### src/rtl/keypad_pkg.sv
// Shared constants and state encoding for the keypad entry sequencer.
package keypad_pkg;

  localparam logic [3:0] KEY_NEXT = 4'hA;
  localparam logic [3:0] KEY_BACK = 4'hB;
  localparam logic [3:0] KEY_CLR  = 4'hC;

  typedef enum logic [1:0] {
    ST_ENTER_A = 2'd0,
    ST_ENTER_B = 2'd1,
    ST_DONE    = 2'd2
  } state_t;

  function automatic logic is_digit(input logic [3:0] code);
    return code <= 4'd9;
  endfunction

endpackage

### src/rtl/key_debounce.sv
// Debounces the scanner's {key_hit,key_code} and emits one key_evt per stable press.
module key_debounce #(
  parameter int DEB_CYCLES = 16
) (
  input  logic       clk,
  input  logic       rst,
  input  logic       key_hit,
  input  logic [3:0] key_code,
  output logic       key_evt,
  output logic [3:0] evt_code
);

  localparam int CW = $clog2(DEB_CYCLES);
  localparam logic [CW-1:0] CNT_MAX = CW'(DEB_CYCLES - 1);

  logic [4:0]    smp;
  logic [CW-1:0] cnt;
  logic          pressed;
  logic          stable;

  assign stable   = (cnt == CNT_MAX);
  // The event is combinational so the FSM commits it on the very next edge.
  assign key_evt  = stable && smp[4] && !pressed;
  assign evt_code = smp[3:0];

  // NOTE: sequential state uses non-blocking assignments so every register sees pre-edge values.
  always_ff @(posedge clk or posedge rst) begin
    if (rst) begin
      smp     <= '0;
      cnt     <= '0;
      pressed <= 1'b0;
    end else begin
      smp <= {key_hit, key_code};
      if ({key_hit, key_code} == smp) begin
        if (cnt != CNT_MAX) cnt <= cnt + 1'b1;
      end else begin
        cnt <= '0;
      end
      if (key_evt)
        pressed <= 1'b1;
      else if (stable && !smp[4])
        pressed <= 1'b0;
    end
  end

endmodule

### src/rtl/keypad_entry_ctrl.sv
// Entry sequencer: debounced key events drive an FSM that fills operand A then operand B.
module keypad_entry_ctrl
  import keypad_pkg::*;
#(
  parameter int DEB_CYCLES = 16,
  parameter int DIGITS     = 2
) (
  input  logic                  clk,
  input  logic                  rst,
  input  logic [3:0]            key_code,
  input  logic                  key_hit,
  output logic [4*DIGITS-1:0]   op_a,
  output logic [4*DIGITS-1:0]   op_b,
  output logic                  num_sel,
  output logic                  entry_done,
  output logic [1:0]            state
);

  localparam int W = 4 * DIGITS;

  logic       key_evt;
  logic [3:0] evt_code;
  state_t     state_q;

  key_debounce #(.DEB_CYCLES(DEB_CYCLES)) u_debounce (
    .clk      (clk),
    .rst      (rst),
    .key_hit  (key_hit),
    .key_code (key_code),
    .key_evt  (key_evt),
    .evt_code (evt_code)
  );

  assign state = state_q;

  always_ff @(posedge clk or posedge rst) begin
    if (rst) begin
      state_q    <= ST_ENTER_A;
      op_a       <= '0;
      op_b       <= '0;
      num_sel    <= 1'b0;
      entry_done <= 1'b0;
    end else begin
      entry_done <= 1'b0;
      if (key_evt) begin
        if (evt_code == KEY_CLR) begin
          op_a    <= '0;
          op_b    <= '0;
          state_q <= ST_ENTER_A;
          num_sel <= 1'b0;
        end else begin
          case (state_q)
            ST_ENTER_A: begin
              if (is_digit(evt_code)) op_a <= {op_a[W-5:0], evt_code};
              else if (evt_code == KEY_BACK) op_a <= {4'h0, op_a[W-1:4]};
              else if (evt_code == KEY_NEXT) begin
                state_q <= ST_ENTER_B;
                num_sel <= 1'b1;
              end
            end
            ST_ENTER_B: begin
              if (is_digit(evt_code)) op_b <= {op_b[W-5:0], evt_code};
              else if (evt_code == KEY_BACK) op_b <= {4'h0, op_b[W-1:4]};
              else if (evt_code == KEY_NEXT) begin
                state_q    <= ST_DONE;
                entry_done <= 1'b1;
              end
            end
            ST_DONE: begin
              // A digit after completion starts a fresh entry with that digit.
              if (is_digit(evt_code)) begin
                op_a    <= W'(evt_code);
                op_b    <= '0;
                state_q <= ST_ENTER_A;
                num_sel <= 1'b0;
              end
            end
            default: begin
              state_q <= ST_ENTER_A;
              num_sel <= 1'b0;
            end
          endcase
        end
      end else if (state_q != ST_ENTER_A && state_q != ST_ENTER_B && state_q != ST_DONE) begin
        state_q <= ST_ENTER_A;
        num_sel <= 1'b0;
      end
    end
  end

endmodule
### config.mk
export PLATFORM = sky130hd
export DESIGN_NAME = keypad_entry_ctrl
export DESIGN_NICKNAME = d
export VERILOG_FILES = /design/src/rtl/keypad_pkg.sv /design/src/rtl/key_debounce.sv /design/src/rtl/keypad_entry_ctrl.sv
export SDC_FILE = /design/constraint.sdc
export NUM_CORES = 1
export LEC_CHECK = 0
export ABC_AREA = 1
export BUFFER_PORTS_ARGS = -buffer_cell sky130_fd_sc_hd__buf_2
export CORE_AREA = 5 5 60 62
export DETAILED_ROUTE_END_ITERATION = 7
export DIE_AREA = 0 0 65 67
export GPL_TIMING_DRIVEN = 0
export MAX_ROUTING_LAYER = met4
export PLACE_DENSITY = 0.76
export SLEW_MARGIN = 20
export SYNTH_ARGS = -nofsm -noshare
export SYNTH_HDL_FRONTEND = slang
export SYNTH_SLANG_ARGS = --single-unit
### constraint.sdc
create_clock -name clk -period 2.08 [get_ports clk]
set_input_delay 0.416 -clock clk [delete_from_list [all_inputs] [get_ports clk]]
set_output_delay 0.416 -clock clk [all_outputs]
set_load 0.01 [all_outputs]
==> impl_metrics.env, run 1 <==
export IMPL_clockPowerShare_pct=35.0
export IMPL_grt_pass1_vias=1213
export IMPL_holdWs_ns=0.146
export IMPL_cts_tree="yes"
export IMPL_yosysTopAreaCellShare_pct=48.0
export IMPL_cts_root_buf="clkbuf_4"
export IMPL_slew_headroom_pct=59.7
export IMPL_start_util_pct=52.5
export IMPL_startpoint="u_debounce.cnt[0]"
export IMPL_netlist_area_um2=1560
export IMPL_rows=20
export IMPL_io_pins=27
export IMPL_drt_first_pass_iters=4
export IMPL_critPathMaxFanout=5
export IMPL_cellLeakagePower_nw=0.930
export IMPL_peakVddDrop_mv=0.453
export IMPL_yosysTopAreaCell="dfrtp_1"
export IMPL_critPathKind="reg2reg"
export IMPL_die_x_um=65
export IMPL_reg2reg_from="u_debounce.cnt[0]"
export IMPL_final_cells=249
export IMPL_synth_flop_cell="dfrtp_1"
export IMPL_synth_cells=182
export IMPL_rsz0062_at_grt="false"
export IMPL_finalSetupTns_ns=0
export IMPL_clk_latency_ns=0.33
export IMPL_final_util_pct=60.3
export IMPL_drive_gt1_share_pct=25.9
export IMPL_postRouteAntennaNets=0
export IMPL_p_sw_share_pct=24.4
export IMPL_cp_start_kind="flop"
export IMPL_wl_per_cell_um=11.6
export IMPL_hold_viol_final=0
export IMPL_cp_slowest_cell="dfrtp_1"
export IMPL_cts_setup_buffers=0
export IMPL_grt_antenna_before_repair=0
export IMPL_cap_violations=0
export IMPL_outcome="finished, final reports clean"
export IMPL_synth_area_top_cells="dfrtp_1, inv_1, nand2_1"
export IMPL_clk_pin_slew_ns=0.09
export IMPL_regToRegSetupSlack_ns=0.42
export IMPL_pwr_share_seq_pct=58.3
export IMPL_fmax_mhz=602
export IMPL_via_count=1251
export IMPL_r2r_end="state[1]"
export IMPL_clock_sinks=30
export IMPL_synth_seq_cells=30
export IMPL_overflow=0
export IMPL_ys_seq_area_share_pct=48.0
export IMPL_vias_per_cell=5.02
export IMPL_synth_edf_count=0
export IMPL_tightest_slew_ns=0.603
export IMPL_synth_common_cells="inv_1, dfrtp_1, nand2_1, nand3_1, o21ai_1"
export IMPL_hold_buffers=0
export IMPL_setup_viol=0
export IMPL_grt_max_degree=31
export IMPL_reg2regPathDepth=10
export IMPL_gp_congestion=0.881
export IMPL_final_nets=223
export IMPL_dp_cells=241
export IMPL_fp_coreArea_um2=2980
export IMPL_fillers=278
export IMPL_hold_class="in2async"
export IMPL_die_y_um=67
export IMPL_p_switching_w=0.000250
export IMPL_synthesis_nets=190
export IMPL_synth_most_common_cell="inv_1"
export IMPL_fin_crit_sh_pct=79.9
export IMPL_drtIter0Drc=78
export IMPL_portBuffers=26
export IMPL_hpwl_um=2210
export IMPL_end_kind="flop"
export IMPL_dieArea_um2=4360
export IMPL_worst_endpoint_required_ns=2.30
export IMPL_crit_path_frequent_cell="nand2_1"
export IMPL_drc=0
export IMPL_post_synth_cell_area_avg_um2=8.59
export IMPL_async_flop_share_pct=100
export IMPL_cts_resized=0
export IMPL_h_tree_depth=2
export IMPL_finClkSkew_ns=0.00752
export IMPL_arrival_ns=1.88
export IMPL_fin_crit_ns=1.66
export IMPL_max_stage_delay_ns=0.40
export IMPL_crit_path_end="state[1]"
export IMPL_power_density_nw_per_um2=571
export IMPL_numCtsBuffers=5
export IMPL_wirelength_um=2900
export IMPL_finalPower_w=0.00102
export IMPL_grt_usage_pct=16.2
export IMPL_path_cells="ha_1 -> nand2_1 -> nor2_1 -> nand3_1 -> nand2_1 -> nand2_1 -> nand2_1 -> nor2_1 -> nand2_1 -> nand2_1"
export IMPL_grt_pass1_wl_um=5150
export IMPL_yosysWarnings=0
export IMPL_p_int_w=0.000775
export IMPL_areaGrowthSynthToFinish_pct=14.8
export IMPL_clockBufferDepth=2
export IMPL_drv_slew=0
export IMPL_ys_types=27
export IMPL_antenna_cells=0
export IMPL_p_comb_share_pct=6.7
==> final cells by class <==
class / instances / area, um2 / share of cell area (%)
Sequential cell: 30 / 751 / 41.8
Multi-Input combinational cell: 116 / 662 / 36.9
Timing Repair Buffer: 26 / 130 / 7.25
Inverter: 34 / 129 / 7.18
Clock buffer: 7 / 55.1 / 3.07
Tap cell: 33 / 41.3 / 2.30
Buffer: 2 / 22.5 / 1.25
Clock inverter: 1 / 5.00 / 0.279
==> placed cells by master, fill, tap and decap left out, drive strengths merged, types with 3 or more instances in the layout <==
master  instances
a21oi          10
buf            28
clkbuf          7
dfrtp          30
inv            33
nand2          32
nand3          19
nand4           3
nor2           17
o21ai          19
xnor2           3
xor2            4
==> worst max-delay path, delay by kind of cell, from the launching register on <==
kind	cells	cell delay (ns)
adder cells (fa/ha/maj)	1	0.21
flip-flops	1	0.40
AND/OR/NAND/NOR	9	0.95
==> flip-flops by register name, summed over array words and instances (netlist names) <==
name / count
u_debounce.pressed: 1
state: 2
op_a: 8
num_sel: 1
entry_done: 1
op_b: 8
u_debounce.smp: 5
u_debounce.cnt: 4
==> power by group through the flow <==
stage	Sequential (W)	Clock [W]	Combinational, W
after floorplan	0.000607	0	0.0000516
after global placement	0.000609	0	0.0000689
after detailed placement	0.000609	0	0.0000701
after CTS	0.000598	0.000378	0.0000702
after global routing	0.000599	0.000409	0.0000791
final	0.000597	0.000358	0.0000690
==> worst min path at each step <==
| stage | start | endpoint | slack (ns) | depth (start not counted) |
|---|---|---|---|---|
| 6_report | rst | u_debounce.smp[1] | 0.15 | 2 |
| 5_1_grt | rst | u_debounce.smp[0] | 0.19 | 2 |
| 4_1_cts | key_code[1] | u_debounce.smp[1] | 0.20 | 1 |
| 3_5_place_dp | num_sel | num_sel | 0.47 | 2 |
| 3_3_place_gp | num_sel | num_sel | 0.46 | 2 |
| 2_1_floorplan | key_code[0] | u_debounce.smp[0] | 0.45 | 0 |
==> cell families after synthesis <==
family	share of synthesized area [%]
AND/OR/NAND/NOR	23.2
buffers and inverters	9.68
AO/OA/AOI/OAI	14.4
flip-flops	48.0
XOR/XNOR	3.92
adder cells (fa/ha/maj)	0.800
==> through the flow <==
stage	setup WS (ns)	area, um2
floorplan	0.623	1560
global placement	0.468	1740
detailed placement	0.450	1740
CTS	0.418	1800
global route	0.246	1800
finish	0.418	1800
==> per-layer routing <==
layer / global-route usage [%] / routed length [um]
met3: 5.06 / 119
met1: 17.5 / 1290
met4: 7.92 / 63
met2: 27.2 / 1420
met5: - / 0
Power figures use the tool's default switching activity.
==> run 2, diff against run 1 <==
--- a/config.mk
+++ b/config.mk
@@ -7,12 +7,12 @@
 export LEC_CHECK = 0
 export ABC_AREA = 1
 export BUFFER_PORTS_ARGS = -buffer_cell sky130_fd_sc_hd__buf_2
-export CORE_AREA = 5 5 60 62
+export CORE_AREA = 5 5 63 65
 export DETAILED_ROUTE_END_ITERATION = 7
-export DIE_AREA = 0 0 65 67
+export DIE_AREA = 0 0 68 70
 export GPL_TIMING_DRIVEN = 0
 export MAX_ROUTING_LAYER = met4
-export PLACE_DENSITY = 0.76
+export PLACE_DENSITY = 0.72
 export SLEW_MARGIN = 20
 export SYNTH_ARGS = -nofsm -noshare
 export SYNTH_HDL_FRONTEND = slang
==> constraint.sdc (replaced) <==
create_clock -name clk -period 1.45 [get_ports clk]
set_input_delay 0.29 -clock clk [delete_from_list [all_inputs] [get_ports clk]]
set_output_delay 0.29 -clock clk [all_outputs]
set_load 0.01 [all_outputs]
==> impl_metrics.env, run 2 (synthesis gave the netlist of run 1 again) <==
export IMPL_outcome="complete, but fails checks"
export IMPL_violations="negative setup slack"
export IMPL_vias_per_cell=4.77
export IMPL_power_density_nw_per_um2=740
export IMPL_p_comb_share_pct=7.6
export IMPL_io_pins=27
export IMPL_holdWs_ns=0.0148
export IMPL_max_stage_delay_ns=0.37
export IMPL_grt_pass1_wl_um=5640
export IMPL_final_cell_mix="inv_1, dfrtp_1, buf_2, nand2_1, nand3_1"
export IMPL_fin_crit_sh_pct=106
export IMPL_areaGrowthSynthToFinish_pct=29.0
export IMPL_finClkSkew_ns=0.00680
export IMPL_start_util_pct=47.6
export IMPL_r2r_end="state[1]"
export IMPL_hold_buffers=0
export IMPL_clock_sinks=30
export IMPL_path_delay_family="simple AND/OR/NAND/NOR gates"
export IMPL_highest_layer="met4"
export IMPL_worst_endpoint_required_ns=1.68
export IMPL_rows=21
export IMPL_clockBufferDepth=2
export IMPL_grt_pass1_vias=1270
export IMPL_reg2regPathDepth=10
export IMPL_path_buf_inv=2
export IMPL_peakVddDrop_mv=0.564
export IMPL_grt_antenna_before_repair=0
export IMPL_arrival_ns=1.76
export IMPL_design_area_um2=2020
export IMPL_rsz0062_at_grt="true"
export IMPL_path_cells="ha_2 -> nand4_1 -> nor2_4 -> buf_4 -> buf_6 -> nand3_1 -> nand2_2 -> nor2_1 -> nand2_1 -> nand2_1"
export IMPL_slew_headroom_pct=59.5
export IMPL_drive_gt1_share_pct=38.7
export IMPL_drv_slew=0
export IMPL_drtIter0Drc=54
export IMPL_numCtsBuffers=5
export IMPL_routed_wl_met2_um=1540
export IMPL_drt_first_pass_iters=4
export IMPL_place_area_um2=1750
export IMPL_met3WireLength_um=158
export IMPL_cap_violations=0
export IMPL_h_tree_depth=2
export IMPL_pwr_share_seq_pct=57.3
export IMPL_cellLeakagePower_nw=1.01
export IMPL_portBuffers=26
export IMPL_wl_met1_um=1550
export IMPL_grt_usage_pct=15.8
export IMPL_drc=0
export IMPL_final_cells=276
export IMPL_antenna_cells=0
export IMPL_setup_viol=19
export IMPL_hold_viol_final=0
export IMPL_dieArea_um2=4760
export IMPL_reg_largest_list="op_a (8), op_b (8), u_debounce.smp (5)"
export IMPL_dp_cells=254
export IMPL_critPathMaxFanout=4
export IMPL_finalPower_w=0.00149
export IMPL_clockPowerShare_pct=35.0
export IMPL_wl_per_cell_um=11.9
export IMPL_cts_root_buf="clkbuf_4"
export IMPL_startpoint="u_debounce.cnt[1]"
export IMPL_cp_start_kind="flop"
export IMPL_layout_commonest_cell="inv_1"
export IMPL_cp_depth=10
export IMPL_gp_congestion=0.861
export IMPL_overflow=0
export IMPL_clk_latency_ns=0.33
export IMPL_tightest_slew_ns=0.607
export IMPL_p_switching_w=0.000374
export IMPL_fp_coreArea_um2=3280
export IMPL_die_y_um=70
export IMPL_finalWorstSetupSlack_ns=-0.0840
export IMPL_via_count=1317
export IMPL_cts_tree="yes"
export IMPL_fmax_mhz=652
export IMPL_crit_path_frequent_cell="nand2_1"
export IMPL_die_x_um=68
export IMPL_p_sw_share_pct=25.1
export IMPL_wirelength_um=3290
export IMPL_postRouteAntennaNets=0
export IMPL_fin_crit_ns=1.53
export IMPL_reg2reg_from="u_debounce.cnt[1]"
export IMPL_hold_class="in2async"
export IMPL_critPathKind="reg2reg"
export IMPL_hpwl_um=2310
export IMPL_crit_path_end="state[1]"
export IMPL_place_ws_ns=-0.192
export IMPL_regToRegSetupSlack_ns=-0.08
export IMPL_grt_max_degree=31
export IMPL_clk_pin_slew_ns=0.09
export IMPL_final_nets=237
export IMPL_p_int_w=0.00112
export IMPL_cp_slowest_cell="dfrtp_1"
export IMPL_end_kind="flop"
[run 2: changes by cell type in the layout (fill, tap and decap cells not counted), moves of 4 or more]
cell,before,now
nand2_2,1,6
nand2_1,29,24
nand3_1,18,11
nand3_2,1,7
buf_4,0,10
buf_6,2,6
[run 2: metrics by stage]
step,setup TNS (ns),util [%]
after detailed placement,-2.99,53.3
after global placement,-2.70,53.3
final,-0.864,61.4
after CTS,-0.942,59.4
after floorplan,-0.0186,-
after global routing,-3.35,61.4
[run 2: area by class of cell]
class,instances,area (um2)
inverters,34,129
repair buffers,40,250
multi-input cells,116,746
fillers,304,1270
clock buffers,7,55.1
flip-flops and latches,30,752
well taps,46,57.6
plain buffers,2,22.5
clock inverters,1,5.00
[run 2: worst min path at each step]
stage / endpoint / slack (ns)
after CTS: state[0] / 0.03
after global placement: u_debounce.smp[2] / 0.43
final: num_sel / 0.01
after detailed placement: state[0] / 0.40
after floorplan: u_debounce.smp[0] / 0.32
after global routing: state[1] / 0.06
[run 2: metal layers]
layer,up-vias,global-route usage [%]
li1,681,-
met1,607,20.6
met2,23,23.1
met3,6,5.29
met4,0,4.64
met5,-,-
[run 2: power groups by stage]
stage,Clock [W],Combinational [W],Sequential [W]
floorplan,0,0.0000741,0.000871
finish,0.000523,0.000114,0.000856
global placement,0,0.0000996,0.000874
CTS,0.000543,0.000113,0.000856
global route,0.000588,0.000129,0.000858
detailed placement,0,0.000101,0.000874
[run 2: repair_timing]
item,in CTS,in global routing
cloned,1,0
setup endpoints to repair,19,19
pin swaps,4,4
gates resized for setup,15,12
buffers inserted,11,2
==> run 3, diff against run 2 <==
--- a/config.mk
+++ b/config.mk
@@ -6,14 +6,15 @@
 export NUM_CORES = 1
 export LEC_CHECK = 0
 export ABC_AREA = 1
-export BUFFER_PORTS_ARGS = -buffer_cell sky130_fd_sc_hd__buf_2
-export CORE_AREA = 5 5 63 65
+export BUFFER_PORTS_ARGS = -buffer_cell sky130_fd_sc_hd__buf_4
+export CORE_AREA = 5 5 64 66
 export DETAILED_ROUTE_END_ITERATION = 7
-export DIE_AREA = 0 0 68 70
+export DIE_AREA = 0 0 69 71
 export GPL_TIMING_DRIVEN = 0
 export MAX_ROUTING_LAYER = met4
-export PLACE_DENSITY = 0.72
+export PLACE_DENSITY = 0.74
 export SLEW_MARGIN = 20
 export SYNTH_ARGS = -nofsm -noshare
 export SYNTH_HDL_FRONTEND = slang
+export SYNTH_HIERARCHICAL = 1
 export SYNTH_SLANG_ARGS = --single-unit
==> impl_metrics.env, run 3 <==
export IMPL_finClkSkew_ns=0.00517
export IMPL_synth_most_common_cell="nand2_1"
export IMPL_cts_tree="yes"
export IMPL_grt_antenna_before_repair=0
export IMPL_synth_seq_cells=30
export IMPL_fin_crit_ns=1.57
export IMPL_netlist_area_um2=1680
export IMPL_synth_common_cells="nand2_1, dfrtp_1, inv_1, nor2_1, nand3_1"
export IMPL_start_util_pct=47.7
export IMPL_cellLeakagePower_nw=1.24
export IMPL_clock_sinks=30
export IMPL_drv_slew=0
export IMPL_worst_endpoint_required_ns=1.68
export IMPL_fmax_mhz=637
export IMPL_power_density_nw_per_um2=651
export IMPL_grt_pass1_wl_um=6860
export IMPL_synth_area_top_cells="dfrtp_1, nand2_1, inv_1"
export IMPL_cts_root_buf="clkbuf_4"
export IMPL_holdWs_ns=0.0806
export IMPL_wl_per_cell_um=11.8
export IMPL_rows=22
export IMPL_grt_usage_pct=17.7
export IMPL_finalSetupTns_ns=-1.98
export IMPL_finalPower_w=0.00156
export IMPL_cap_violations=0
export IMPL_numCtsBuffers=5
export IMPL_dieArea_um2=4900
export IMPL_die_x_um=69
export IMPL_postRouteAntennaNets=0
export IMPL_slew_headroom_pct=47.0
export IMPL_synth_edf_count=0
export IMPL_clockBufferDepth=2
export IMPL_setup_viol=19
export IMPL_final_util_pct=67.9
export IMPL_yosysTopAreaCell="dfrtp_1"
export IMPL_critPathMaxFanout=8
export IMPL_fin_crit_sh_pct=108
export IMPL_yosysWarnings=6
export IMPL_outcome="complete, but fails checks"
export IMPL_vias_per_cell=4.76
export IMPL_areaGrowthSynthToFinish_pct=42.3
export IMPL_synth_cells=212
export IMPL_ys_types=27
export IMPL_die_y_um=71
export IMPL_io_pins=27
export IMPL_gp_congestion=0.869
export IMPL_rsz0062_at_grt="true"
export IMPL_antenna_cells=0
export IMPL_design_area_um2=2390
export IMPL_async_flop_share_pct=100
export IMPL_hold_class="in2reg"
export IMPL_via_count=1509
export IMPL_clk_latency_ns=0.33
export IMPL_violations="negative setup slack"
export IMPL_h_tree_depth=2
export IMPL_hpwl_um=2380
export IMPL_hold_viol_final=0
export IMPL_overflow=0
export IMPL_layout_commonest_cell="nand2_1"
export IMPL_arrival_ns=1.80
export IMPL_portBuffers=26
export IMPL_drc=0
export IMPL_fp_coreArea_um2=3520
export IMPL_grt_max_degree=21
export IMPL_drt_first_pass_iters=4
export IMPL_reg_largest_list="op_a (8), op_b (8), u_debounce/smp (5)"
export IMPL_place_area_um2=1970
export IMPL_ys_seq_area_share_pct=44.6
export IMPL_drive_gt1_share_pct=44.2
export IMPL_final_cell_mix="nand2_1, buf_4, dfrtp_1, inv_1, nor2_1"
export IMPL_yosysTopAreaCellShare_pct=44.6
export IMPL_end_kind="flop"
export IMPL_cp_start_kind="flop"
export IMPL_finalWorstSetupSlack_ns=-0.119
export IMPL_clk_pin_slew_ns=0.10
export IMPL_drtIter0Drc=59
export IMPL_critPathKind="reg2reg"
export IMPL_wirelength_um=3750
export IMPL_tightest_slew_ns=0.794
export IMPL_synthesis_nets=220
export IMPL_synth_flop_cell="dfrtp_1"
export IMPL_peakVddDrop_mv=0.679
export IMPL_grt_pass1_vias=1547
export IMPL_post_synth_cell_area_avg_um2=7.93
export IMPL_final_nets=276
==> run 3: changes by cell type in the layout (fill, tap and decap cells not counted), moves of 9 or more <==
cell / previous run / this run
buf_2: 26 / 0
nand2_1: 24 / 55
inv_1: 30 / 20
buf_4: 10 / 47
nand2_2: 6 / 15
==> run 3: cells by family after synthesis <==
group	after synthesis	share of synthesized area, %
xor gates and xnor gates	2	1.04
DFF	30	44.6
adders and majority gates	1	0.744
AOI/OAI and AO/OA	19	8.33
and+or+nand+nor	127	35.6
buffers and inverters	33	9.60
==> run 3: path summary, 6_finish.rpt <==
kind / startpoint / depth (start not counted) / endpoint / slack (ns)
worst max-delay path: u_debounce/cnt[1] / 11 / op_a[2] / -0.12
worst max register to register: u_debounce/cnt[1] / 11 / op_a[2] / -0.12
worst min register to register: num_sel / 2 / num_sel / 0.49
min in group asynchronous: rst / 3 / u_debounce/smp[1] / 0.50
max in group asynchronous: rst / 3 / num_sel / 0.27
worst min-delay path: key_code[2] / 1 / u_debounce/smp[2] / 0.08
==> run 3: metal layers <==
layer / wire (um) / GRT usage [%] / vias to the layer above
met3: 166 / 4.12 / 5
met5: 0 / - / -
met4: 44 / 6.29 / 0
met1: 1600 / 19.9 / 694
met2: 1930 / 30.7 / 35
li1: - / - / 775
==> run 3: critical path, cell delays in order, from the launching register on <==
cell	delay [ns]
dfrtp_1	0.42
ha_4	0.17
nand3_4	0.08
clkinv_4	0.07
nand2_4	0.05
nor2_4	0.19
nand2_4	0.09
inv_8	0.08
buf_12	0.11
nand2_8	0.08
nand2_2	0.09
nand2_2	0.04
==> run 3: final cells by class <==
cell class	instances	area [um2]
well taps	48	60.1
flip-flops and latches	30	752
plain buffers	2	27.5
fillers	292	1130
clock inverters	1	5.00
clock buffers	7	55.1
multi-input cells	149	933
inverters	28	123
repair buffers	52	437
==> run 3: through the flow <==
stage,worst slack [ns],cells
after global placement,-0.188,286
final,-0.119,317
after detailed placement,-0.202,286
after CTS,-0.0629,313
after global routing,-0.230,317
after floorplan,-0.0460,212
==> run 3: report_power, final <==
part	leakage (nW)	switching (W)	internal, W
Clock	0.0353	0.000292	0.000235
Sequential	0.406	0.0000138	0.000846
Combinational	0.799	0.000106	0.0000664
==> run 3: timing repair <==
| item | 4_1_cts | 5_1_grt |
|---|---|---|
| gates resized for setup | 35 | 8 |
| hold buffers | 1 | 0 |
| endpoints found under the hold margin | 10 | 0 |
| buffers inserted | 20 | 4 |
| pin swaps | 14 | 11 |
| setup endpoints to repair | 19 | 19 |
| cloned | 1 | 0 |
